===== src/rtl/palette_loader.sv =====
// Palette RAM loader: packs an R,G,B byte stream into 24-bit entries and issues
// vblank-gated load_color writes. Define PAL_LOADER_CHECKSUM_EN to add the byte-sum output.
module palette_loader #(
    parameter int unsigned ENTRIES    = 64,
    parameter int unsigned INDEX_W    = 6,
    parameter int unsigned BLANK_GATE = 1
) (
    input  logic               clk,
    input  logic               reset_n,
    input  logic               start,
    input  logic               byte_valid,
    input  logic [7:0]         byte_data,
    output logic               byte_ready,
    input  logic               vblank,
    output logic               load_color,
    output logic [23:0]        load_color_data,
    output logic [INDEX_W-1:0] load_color_index,
    output logic               busy,
    output logic               done,
    output logic               abort
`ifdef PAL_LOADER_CHECKSUM_EN
    ,
    output logic [7:0]         checksum
`endif
);

    typedef enum logic [2:0] {
        IDLE,
        COLLECT,
        WAIT_BLANK,
        WRITE,
        DONE
    } state_t;

    state_t             state;
    state_t             state_next;
    logic [INDEX_W-1:0] index;
    logic [1:0]         phase;
    logic [23:0]        assembly;
    logic               xfer;
    logic               last_entry;
    logic               in_load;

    assign xfer       = byte_valid && byte_ready;
    assign last_entry = (index == INDEX_W'(ENTRIES - 1));
    assign in_load    = (state != IDLE) && (state != DONE);

    always_ff @(posedge clk) begin
        if (!reset_n) begin
            state <= IDLE;
        end else begin
            state <= state_next;
        end
    end

    always_comb begin
        state_next = state;
        case (state)
            IDLE:       if (start) state_next = COLLECT;
            COLLECT: begin
                if (start)                      state_next = COLLECT;
                else if (xfer && phase == 2'd2) state_next = WAIT_BLANK;
            end
            WAIT_BLANK: begin
                if (start)                           state_next = COLLECT;
                else if (vblank || BLANK_GATE == 0)  state_next = WRITE;
            end
            WRITE: begin
                if (start)           state_next = COLLECT;
                else if (last_entry) state_next = DONE;
                else                 state_next = COLLECT;
            end
            DONE:       state_next = start ? COLLECT : IDLE;
            default:    state_next = IDLE;
        endcase
    end

    always_comb begin
        byte_ready = (state == COLLECT);
        load_color = (state == WRITE);
        done       = (state == DONE);
        busy       = in_load;
    end

    // A start wins over a byte landing on the same edge: the partial entry is dropped.
    always_ff @(posedge clk) begin
        if (!reset_n) begin
            index            <= '0;
            phase            <= '0;
            assembly         <= '0;
            abort            <= 1'b0;
            load_color_data  <= '0;
            load_color_index <= '0;
`ifdef PAL_LOADER_CHECKSUM_EN
            checksum         <= '0;
`endif
        end else begin
            abort <= 1'b0;
            if (start) begin
                index    <= '0;
                phase    <= '0;
                assembly <= '0;
                abort    <= in_load;
`ifdef PAL_LOADER_CHECKSUM_EN
                checksum <= '0;
`endif
            end else begin
                case (state)
                    COLLECT: begin
                        if (xfer) begin
                            case (phase)
                                2'd0:    assembly[23:16] <= byte_data;
                                2'd1:    assembly[15:8]  <= byte_data;
                                default: assembly[7:0]   <= byte_data;
                            endcase
                            phase <= (phase == 2'd2) ? 2'd0 : phase + 2'd1;
`ifdef PAL_LOADER_CHECKSUM_EN
                            checksum <= checksum + byte_data;
`endif
                        end
                    end
                    WRITE: if (!last_entry) index <= index + 1'b1;
                    default: ;
                endcase
            end
            // Separate output registers keep data/index steady after the index advances.
            if (state == WAIT_BLANK && state_next == WRITE) begin
                load_color_data  <= assembly;
                load_color_index <= index;
            end
        end
    end

endmodule


===== config.mk =====
export PLATFORM = sky130hd
export DESIGN_NAME = palette_loader
export DESIGN_NICKNAME = d
export VERILOG_FILES = /design/src/rtl/palette_loader.sv
export SDC_FILE = /design/constraint.sdc
export NUM_CORES = 1
export LEC_CHECK = 0
export CAP_MARGIN = 10
export CORE_ASPECT_RATIO = 0.6
export CORE_MARGIN = 1
export CORE_UTILIZATION = 45
export CTS_CLUSTER_SIZE = 24
export DETAILED_ROUTE_END_ITERATION = 8
export GPL_TIMING_DRIVEN = 0
export PLACE_DENSITY = 0.72
export SLEW_MARGIN = 20
export SYNTH_ARGS = -nofsm -noshare
export SYNTH_HDL_FRONTEND = slang
export SYNTH_SLANG_ARGS = --single-unit

===== constraint.sdc =====
create_clock -name clk -period 2 [get_ports clk]
set_input_delay 0.2 -clock clk [delete_from_list [all_inputs] [get_ports clk]]
set_output_delay 0.2 -clock clk [all_outputs]
set_load 0.03 [all_outputs]

==> impl_metrics.env, run 1 <==
export IMPL_grt_first_pass_wirelength_um=8250
export IMPL_hold_path_end="assembly[20]"
export IMPL_final_area_mm2=0.00310
export IMPL_rows=19
export IMPL_fin_tns_setup_ns=0
export IMPL_rsz0062_at_grt="false"
export IMPL_ctsHoldBuffers=0
export IMPL_first_pass_iters=5
export IMPL_grt_use_total_pct=20.6
export IMPL_final_antenna_net_count=0
export IMPL_startpoint_type="flip-flop"
export IMPL_ys_types=29
export IMPL_fp_dieH_um=57.5
export IMPL_synth_edff_count=0
export IMPL_final_setup_viol_count=0
export IMPL_path_max_fanout=7
export IMPL_initial_core_util_pct=48.6
export IMPL_post_drt_via_cell_ratio=5.26
export IMPL_ir_worst_vdd_mv=0.469
export IMPL_place_congestion=0.765
export IMPL_finalWirelength_um=5110
export IMPL_antenna_cells=0
export IMPL_arrival_ns=1.68
export IMPL_area_growth_pct=34.3
export IMPL_grt_pass1_vias=1691
export IMPL_drv_slew=0
export IMPL_leakage_nw=1.21
export IMPL_cts_buffer_depth=2
export IMPL_gr_total_overflow=0
export IMPL_yosys_warnings=0
export IMPL_syn_num_nets=238
export IMPL_max_freq_mhz=533
export IMPL_core_region_area_mm2=0.00475
export IMPL_cts_clk_slew_worst_paths_ns=0.07
export IMPL_dpl_cell_area_mm2=0.00286
export IMPL_hold_depth=2
export IMPL_finClkSkew_ns=0.00757
export IMPL_grt_antenna_before_repair=0
export IMPL_dp_hpwl_um=3460
export IMPL_min_delay_start="assembly[20]"
export IMPL_syn_inst=224
export IMPL_place_port_buffers=47
export IMPL_ys_ff_latch=66
export IMPL_drt_iter0_markers=90
export IMPL_fin_cells=350
export IMPL_drt_wirelength_per_cell_um=14.6
export IMPL_post_cts_buffers=0
export IMPL_async_flop_share_pct=0
export IMPL_r2r_slack_ns=0.18
export IMPL_synth_ff_type="dfxtp_1"
export IMPL_reg2reg_from="state[1]"
export IMPL_cp_end_kind="output port"
export IMPL_reg2reg_depth=5
export IMPL_status="complete, no violations"
export IMPL_root_buffer="clkbuf_8"
export IMPL_layout_nets=296
export IMPL_vias=1841
export IMPL_yosysSeqAreaShare_pct=57.2
export IMPL_crit_required_ns=1.80
export IMPL_max_cap_violations=0
export IMPL_pre_cts_ws_ns=0.0752
export IMPL_pin_count=48
export IMPL_avgSynthCellArea_um2=10.3
export IMPL_min_path_type="flip-flop to flip-flop"
export IMPL_drcViolationCount=0
export IMPL_dp_cells=334
export IMPL_relSlewSlack_pct=47.9
export IMPL_cts_buffers=9
export IMPL_crit_type="flip-flop to output port"
export IMPL_period_share_pct=93.8
export IMPL_die_area_mm2=0.00543
export IMPL_clock_sinks=66
export IMPL_rr_endpoint="load_color_data[8]"
export IMPL_cts_htree_levels=3
export IMPL_fillCellCount=391
export IMPL_synthesis_area_mm2=0.00231
export IMPL_worstMarginPinSlew_ns=0.775
export IMPL_fin_util_pct=65.2
export IMPL_hold_viol_final=0
export IMPL_worstSkewPairLatency_ns=0.34
export IMPL_chipWidth_um=94.5
export IMPL_power_density_mw_per_mm2=891
export IMPL_grt_max_degree=13
export IMPL_fin_crit_ns=1.88
export IMPL_cts_tree="built"
export IMPL_drive_gt1_share_pct=9.06
export IMPL_hold_slack_ns=0.464
export IMPL_worst_slack_ns=0.124
export IMPL_power_total_mw=2.76
timing repair:
| action | CTS | global route |
|---|---|---|
| cloned | 0 | 0 |
| endpoints found under the setup margin | 1 | 2 |
| gates resized for setup | 1 | 3 |
sequential cells by signal, summed over array words and instances (netlist names):
register	flops
state	3
assembly	24
load_color_data	24
index	6
phase	2
abort	1
load_color_index	6
Yosys cell counts, types with 4 or more instances:
cell,count,area (um^2)
dfxtp_1,66,1320
a22o_1,30,263
nor2_1,23,86.3
nand2_1,22,82.6
mux2i_1,16,160
a21oi_1,14,70.1
buf_2,8,40.0
nand3_1,6,30.0
clkbuf_1,5,18.8
and3_1,4,25.0
inv_1,4,15.0
power by group:
part | switching [mW] | leakage (nW) | internal (mW)
clock network | 0.508 | 0.120 | 0.827
registers | 0.00501 | 0.532 | 1.32
logic | 0.0614 | 0.562 | 0.0423
total | 0.575 | 1.21 | 2.19
worst max path at each step:
stage,startpoint,endpoint,cells after the start
floorplan,state[0],state[1],5
global placement,byte_valid,assembly[21],5
detailed placement,byte_valid,assembly[17],5
CTS,state[1],load_color,3
global route,state[1],busy,3
finish,state[0],byte_ready,2
worst max-delay path, cell delays in order, from the launching register on:
cell and delay, ns:
dfxtp_1 0.42, nor3b_2 0.23, clkdlybuf4s50_1 0.69
kinds of logic after synthesis:
| kind of cell | Yosys count | share of synthesized area (%) |
|---|---|---|
| simple gates | 70 | 14.5 |
| flops | 66 | 57.2 |
| compound gates | 51 | 16.4 |
| buf+inv | 17 | 3.20 |
| mux | 16 | 6.94 |
| xor+xnor | 3 | 1.14 |
| fa+ha+maj | 1 | 0.542 |
layout by cell type (no fill, tap or decap), types with 4 or more instances in the layout:
cell type and instances:
a21oi_1 14, a22o_1 30, and3_1 4, buf_2 8
clkbuf_1 5, clkbuf_8 9, clkdlybuf4s50_1 45, dfxtp_1 66
inv_1 4, mux2i_1 16, nand2_1 22, nand3_1 6
nor2_1 23
layer usage:
metal	wire length [um]	GRT usage, %	up-vias
li1	-	-	920
met5	0	0	-
met4	26	4.55	0
met1	2660	29.8	855
met2	2020	26.5	62
met3	403	11.2	4
layout make-up:
| class | count | area (um^2) | area share (%) |
|---|---|---|---|
| buffer | 13 | 58.8 | 1.90 |
| sequential | 66 | 1320 | 42.6 |
| tap | 63 | 78.8 | 2.54 |
| clock inverter | 7 | 116 | 3.75 |
| timing repair buffer | 47 | 468 | 15.1 |
| multi-input combinational | 141 | 918 | 29.6 |
| inverter | 4 | 15.0 | 0.484 |
| clock buffer | 9 | 124 | 4.00 |
Power figures use the tool's default switching activity.
==> run 2, diff against run 1 <==
--- a/config.mk
+++ b/config.mk
@@ -11,8 +11,8 @@
 export CORE_UTILIZATION = 45
 export CTS_CLUSTER_SIZE = 24
 export DETAILED_ROUTE_END_ITERATION = 8
+export DONT_BUFFER_PORTS = 1
 export GPL_TIMING_DRIVEN = 0
-export PLACE_DENSITY = 0.72
 export SLEW_MARGIN = 20
 export SYNTH_ARGS = -nofsm -noshare
 export SYNTH_HDL_FRONTEND = slang
==> impl_metrics.env, run 2 (synthesis results as in run 1) <==
export IMPL_cts_buffer_depth=2
export IMPL_pre_cts_ws_ns=0.0470
export IMPL_rsz0062_at_grt="false"
export IMPL_finClkSkew_ns=0.00634
export IMPL_initial_core_util_pct=48.6
export IMPL_first_pass_iters=4
export IMPL_drt_wirelength_per_cell_um=16.7
export IMPL_reg2reg_from="state[1]"
export IMPL_finalWirelength_um=5180
export IMPL_fin_crit_ns=1.89
export IMPL_clock_sinks=66
export IMPL_min_path_type="input port to flip-flop"
export IMPL_relSlewSlack_pct=45.8
export IMPL_leakage_nw=1.03
export IMPL_reg_top3="assembly: 24 flops, load_color_data: 24 flops"
export IMPL_post_drt_via_cell_ratio=5.49
export IMPL_place_port_buffers=0
export IMPL_cts_buffers=9
export IMPL_drive_gt1_share_pct=8.87
export IMPL_grt_antenna_before_repair=0
export IMPL_place_congestion=0.750
export IMPL_startpoint="state[1]"
export IMPL_grt_max_degree=11
export IMPL_max_freq_mhz=528
export IMPL_chipWidth_um=94.5
export IMPL_cp_end_kind="flip-flop"
export IMPL_final_setup_viol_count=0
export IMPL_crit_required_ns=2.21
export IMPL_drt_iter0_markers=107
export IMPL_reg2reg_depth=5
export IMPL_gr_total_overflow=0
export IMPL_grt_pass1_vias=1666
export IMPL_final_antenna_net_count=0
export IMPL_path_max_fanout=9
export IMPL_layout_nets=258
export IMPL_period_share_pct=94.7
export IMPL_startpoint_type="flip-flop"
export IMPL_r2r_slack_ns=0.11
export IMPL_root_buffer="clkbuf_8"
export IMPL_status="complete, no violations"
export IMPL_final_common_cell="dfxtp_1"
export IMPL_post_cts_buffers=0
export IMPL_drv_slew=0
export IMPL_rows=19
export IMPL_fp_dieH_um=57.5
export IMPL_hold_viol_final=0
export IMPL_fin_tns_setup_ns=0
export IMPL_fillCellCount=428
export IMPL_worstSkewPairLatency_ns=0.34
export IMPL_mostFrequentLayoutCells="66 x dfxtp_1, 30 x a22o_1, 23 x nor2_1"
export IMPL_area_growth_pct=15.2
export IMPL_grt_use_total_pct=20.9
export IMPL_hold_depth=2
export IMPL_grt_first_pass_wirelength_um=8230
export IMPL_cts_tree="built"
export IMPL_crit_type="flip-flop to flip-flop"
export IMPL_worstMarginPinSlew_ns=0.807
export IMPL_dp_hpwl_um=3610
export IMPL_cts_clk_slew_worst_paths_ns=0.07
export IMPL_power_density_mw_per_mm2=893
export IMPL_min_delay_start="byte_data[6]"
export IMPL_max_cap_violations=0
export IMPL_arrival_ns=2.10
export IMPL_ir_worst_vdd_mv=0.519
export IMPL_cts_htree_levels=3
export IMPL_antenna_cells=0
export IMPL_core_region_area_mm2=0.00475
export IMPL_drcViolationCount=0
export IMPL_pin_count=48
export IMPL_die_area_mm2=0.00543
export IMPL_vias=1708
export IMPL_worst_slack_ns=0.106
[run 2: cell types whose count changed in the layout (fill, tap and decap cells not counted), sizes merged]
cell	delta
clkinv	-1
dlymetal6s2s	-1
dlygate4sd3	+9
clkdlybuf4s50	-45
bufinv	-3
inv	-1
clkbuf	+3
[run 2: timing repair]
action | CTS | global route
hold buffers | 9 | 0
endpoints found under the setup margin | 0 | 1
gates resized for setup | 0 | 1
hold endpoints to repair | 10 | 0
[run 2: layout make-up]
type | instances | area, um^2 | share of cell area, %
inverter | 4 | 15.0 | 0.564
sequential | 66 | 1320 | 49.7
multi-input combinational | 141 | 925 | 34.8
clock inverter | 2 | 12.5 | 0.470
timing repair buffer | 9 | 90.1 | 3.39
tap | 63 | 78.8 | 2.96
clock buffer | 13 | 159 | 5.97
buffer | 13 | 58.8 | 2.21
[run 2: path summary, 6_finish.rpt]
kind,to
max,index[0]
max reg2reg,index[0]
min reg2reg,assembly[20]
min,assembly[6]
[run 2: critical path, stage by stage (launching register included)]
cell,delay [ns]
dfxtp_1,0.48
and3b_1,0.20
clkbuf_1,0.54
o21ai_0,0.29
xor2_1,0.20
nor2_1,0.05
[run 2: report_power, final]
part	internal [mW]	total [mW]	switching (mW)
logic	0.0288	0.0779	0.0491
clock network	0.509	0.972	0.463
registers	1.32	1.33	0.00674
total	1.86	2.38	0.519
[run 2: metrics by stage]
stage	instances	cell area [um^2]	power (mW)	hold slack (ns)	util [%]
2_1_floorplan	224	2310	1.40	0.328	-
3_3_place_gp	287	2390	1.41	0.333	50.3
3_5_place_dp	287	2390	1.42	0.334	50.3
4_1_cts	311	2650	2.40	0.00250	55.8
5_1_grt	311	2660	2.46	0.00512	55.9
6_report	311	2660	2.38	0.0132	55.9
[run 2: routing by layer]
layer,wire [um],GRT usage [%],vias to the layer above
met2,2190,28.8,57
li1,-,-,838
met1,2500,28.1,809
met5,0,0,-
met4,33,7.79,0
met3,449,10.1,4
==> run 3, diff against run 2 <==
--- a/config.mk
+++ b/config.mk
@@ -8,12 +8,12 @@
 export CAP_MARGIN = 10
 export CORE_ASPECT_RATIO = 0.6
 export CORE_MARGIN = 1
-export CORE_UTILIZATION = 45
+export CORE_UTILIZATION = 61
 export CTS_CLUSTER_SIZE = 24
 export DETAILED_ROUTE_END_ITERATION = 8
 export DONT_BUFFER_PORTS = 1
 export GPL_TIMING_DRIVEN = 0
-export SLEW_MARGIN = 20
+export PLACE_DENSITY = 0.77
 export SYNTH_ARGS = -nofsm -noshare
 export SYNTH_HDL_FRONTEND = slang
 export SYNTH_SLANG_ARGS = --single-unit
==> impl_metrics.env, run 3 (synthesis results as in run 1) <==
export IMPL_leakage_nw=1.05
export IMPL_gr_total_overflow=0
export IMPL_rsz0062_at_grt="false"
export IMPL_reg_top3="assembly: 24 flops, load_color_data: 24 flops"
export IMPL_final_setup_viol_count=0
export IMPL_fin_util_pct=78.3
export IMPL_die_area_mm2=0.00404
export IMPL_drv_slew=0
export IMPL_cpLargestDelayFamily="buffers and inverters"
export IMPL_cp_cell_sequence="and3b_1 > clkbuf_1 > o21ai_0 > xor2_1 > nor2_1"
export IMPL_crit_required_ns=2.22
export IMPL_min_path_type="input port to flip-flop"
export IMPL_place_port_buffers=0
export IMPL_vias=1702
export IMPL_multi_input_area_um2=925
export IMPL_max_freq_mhz=531
export IMPL_chipWidth_um=81.4
export IMPL_core_region_area_mm2=0.00342
export IMPL_slowest_delay_ns=0.54
export IMPL_worst_slack_ns=0.117
export IMPL_hold_viol_final=0
export IMPL_root_buffer="clkbuf_8"
export IMPL_grt_use_total_pct=27.8
export IMPL_dp_cells=269
export IMPL_fin_tns_setup_ns=0
export IMPL_cts_clk_slew_worst_paths_ns=0.07
export IMPL_grt_antenna_before_repair=0
export IMPL_grt_pass1_vias=1666
export IMPL_mostFrequentLayoutCells="66 x dfxtp_1, 30 x a22o_1, 23 x nor2_1"
export IMPL_relSlewSlack_pct=46.1
export IMPL_status="complete, no violations"
export IMPL_rows=16
export IMPL_place_congestion=0.815
export IMPL_fillCellCount=227
export IMPL_crit_type="flip-flop to flip-flop"
export IMPL_finalWirelength_um=4990
export IMPL_seqCellArea_mm2=0.00132
export IMPL_fin_crit_ns=1.88
export IMPL_arrival_ns=2.11
export IMPL_antenna_cells=0
export IMPL_grt_first_pass_wirelength_um=8050
export IMPL_drcViolationCount=0
export IMPL_startpoint_type="flip-flop"
export IMPL_cpMaxStageDelayCell="clkbuf_1"
export IMPL_pre_cts_ws_ns=0.121
export IMPL_drt_wirelength_per_cell_um=16.9
export IMPL_hold_slack_ns=0.0112
export IMPL_final_antenna_net_count=0
export IMPL_worstSkewPairLatency_ns=0.34
export IMPL_grt_max_degree=12
export IMPL_post_cts_buffers=0
export IMPL_finClkSkew_ns=0.00838
export IMPL_post_drt_via_cell_ratio=5.77
export IMPL_pin_count=48
export IMPL_cts_tree="built"
export IMPL_path_max_fanout=9
export IMPL_layout_nets=259
export IMPL_ir_worst_vdd_mv=0.646
export IMPL_drive_gt1_share_pct=10.0
export IMPL_cp_end_kind="flip-flop"
export IMPL_period_share_pct=94.1
export IMPL_initial_core_util_pct=67.4
export IMPL_r2r_slack_ns=0.12
export IMPL_first_pass_iters=4
export IMPL_max_cap_violations=0
export IMPL_final_common_cell="dfxtp_1"
export IMPL_critPathBufInv=1
export IMPL_fin_cells=295
export IMPL_area_growth_pct=16.1
export IMPL_cts_buffers=9
export IMPL_worstMarginPinSlew_ns=0.803
export IMPL_dp_hpwl_um=3390
export IMPL_power_density_mw_per_mm2=942
export IMPL_cts_htree_levels=3
export IMPL_cts_buffer_depth=2
export IMPL_fp_dieH_um=49.7
export IMPL_clock_sinks=66
export IMPL_drt_iter0_markers=84
## run 3: cell count changes in the layout (fill, tap and decap cells not counted)
cell / change
dlygate4sd3_1: +1
clkinv_2: +2
clkbuf_1: -2
bufinv_16: +1
## run 3: routing by layer
metal	share of wire, %	GRT usage [%]
met1	49	37.9
met2	41	37.8
met3	8.5	15.0
met4	1.3	7.44
met5	0	0
## run 3: final cells by class
| cell class | instances | area share [%] |
|---|---|---|
| flip-flops and latches | 66 | 49.3 |
| multi-input cells | 141 | 34.5 |
| clock buffers | 11 | 5.65 |
| repair buffers | 10 | 3.73 |
| plain buffers | 13 | 2.19 |
| well taps | 45 | 2.10 |
| clock inverters | 5 | 1.96 |
| inverters | 4 | 0.560 |
## run 3: where the power goes
group / switching (mW) / total, mW / internal (mW)
logic: 0.0498 / 0.0799 / 0.0301
clock network: 0.482 / 1.12 / 0.636
registers: 0.00665 / 1.33 / 1.32
## run 3: worst paths after layout
kind | end | cells after the start | startpoint
worst min-delay path | assembly[9] | 2 | byte_data[1]
worst max register to register | index[0] | 5 | state[1]
worst max-delay path | index[0] | 5 | state[1]
worst min register to register | assembly[21] | 2 | assembly[21]
## run 3: through the flow
stage,power [mW],area (um^2)
after detailed placement,1.42,2370
after floorplan,1.40,2310
after CTS,2.53,2660
after global placement,1.41,2370
after global routing,2.60,2680
final,2.52,2680
## run 3: worst reg2reg max path, stage by stage (launching register included)
cell and delay (ns):
dfxtp_1 0.47, and3b_1 0.20, clkbuf_1 0.54, o21ai_0 0.29, xor2_1 0.21, nor2_1 0.05
## run 3: timing repair
item	CTS	global route
endpoints found under the setup margin	0	1
endpoints found under the hold margin	12	1
resized for setup	0	1
hold buffers	9	1
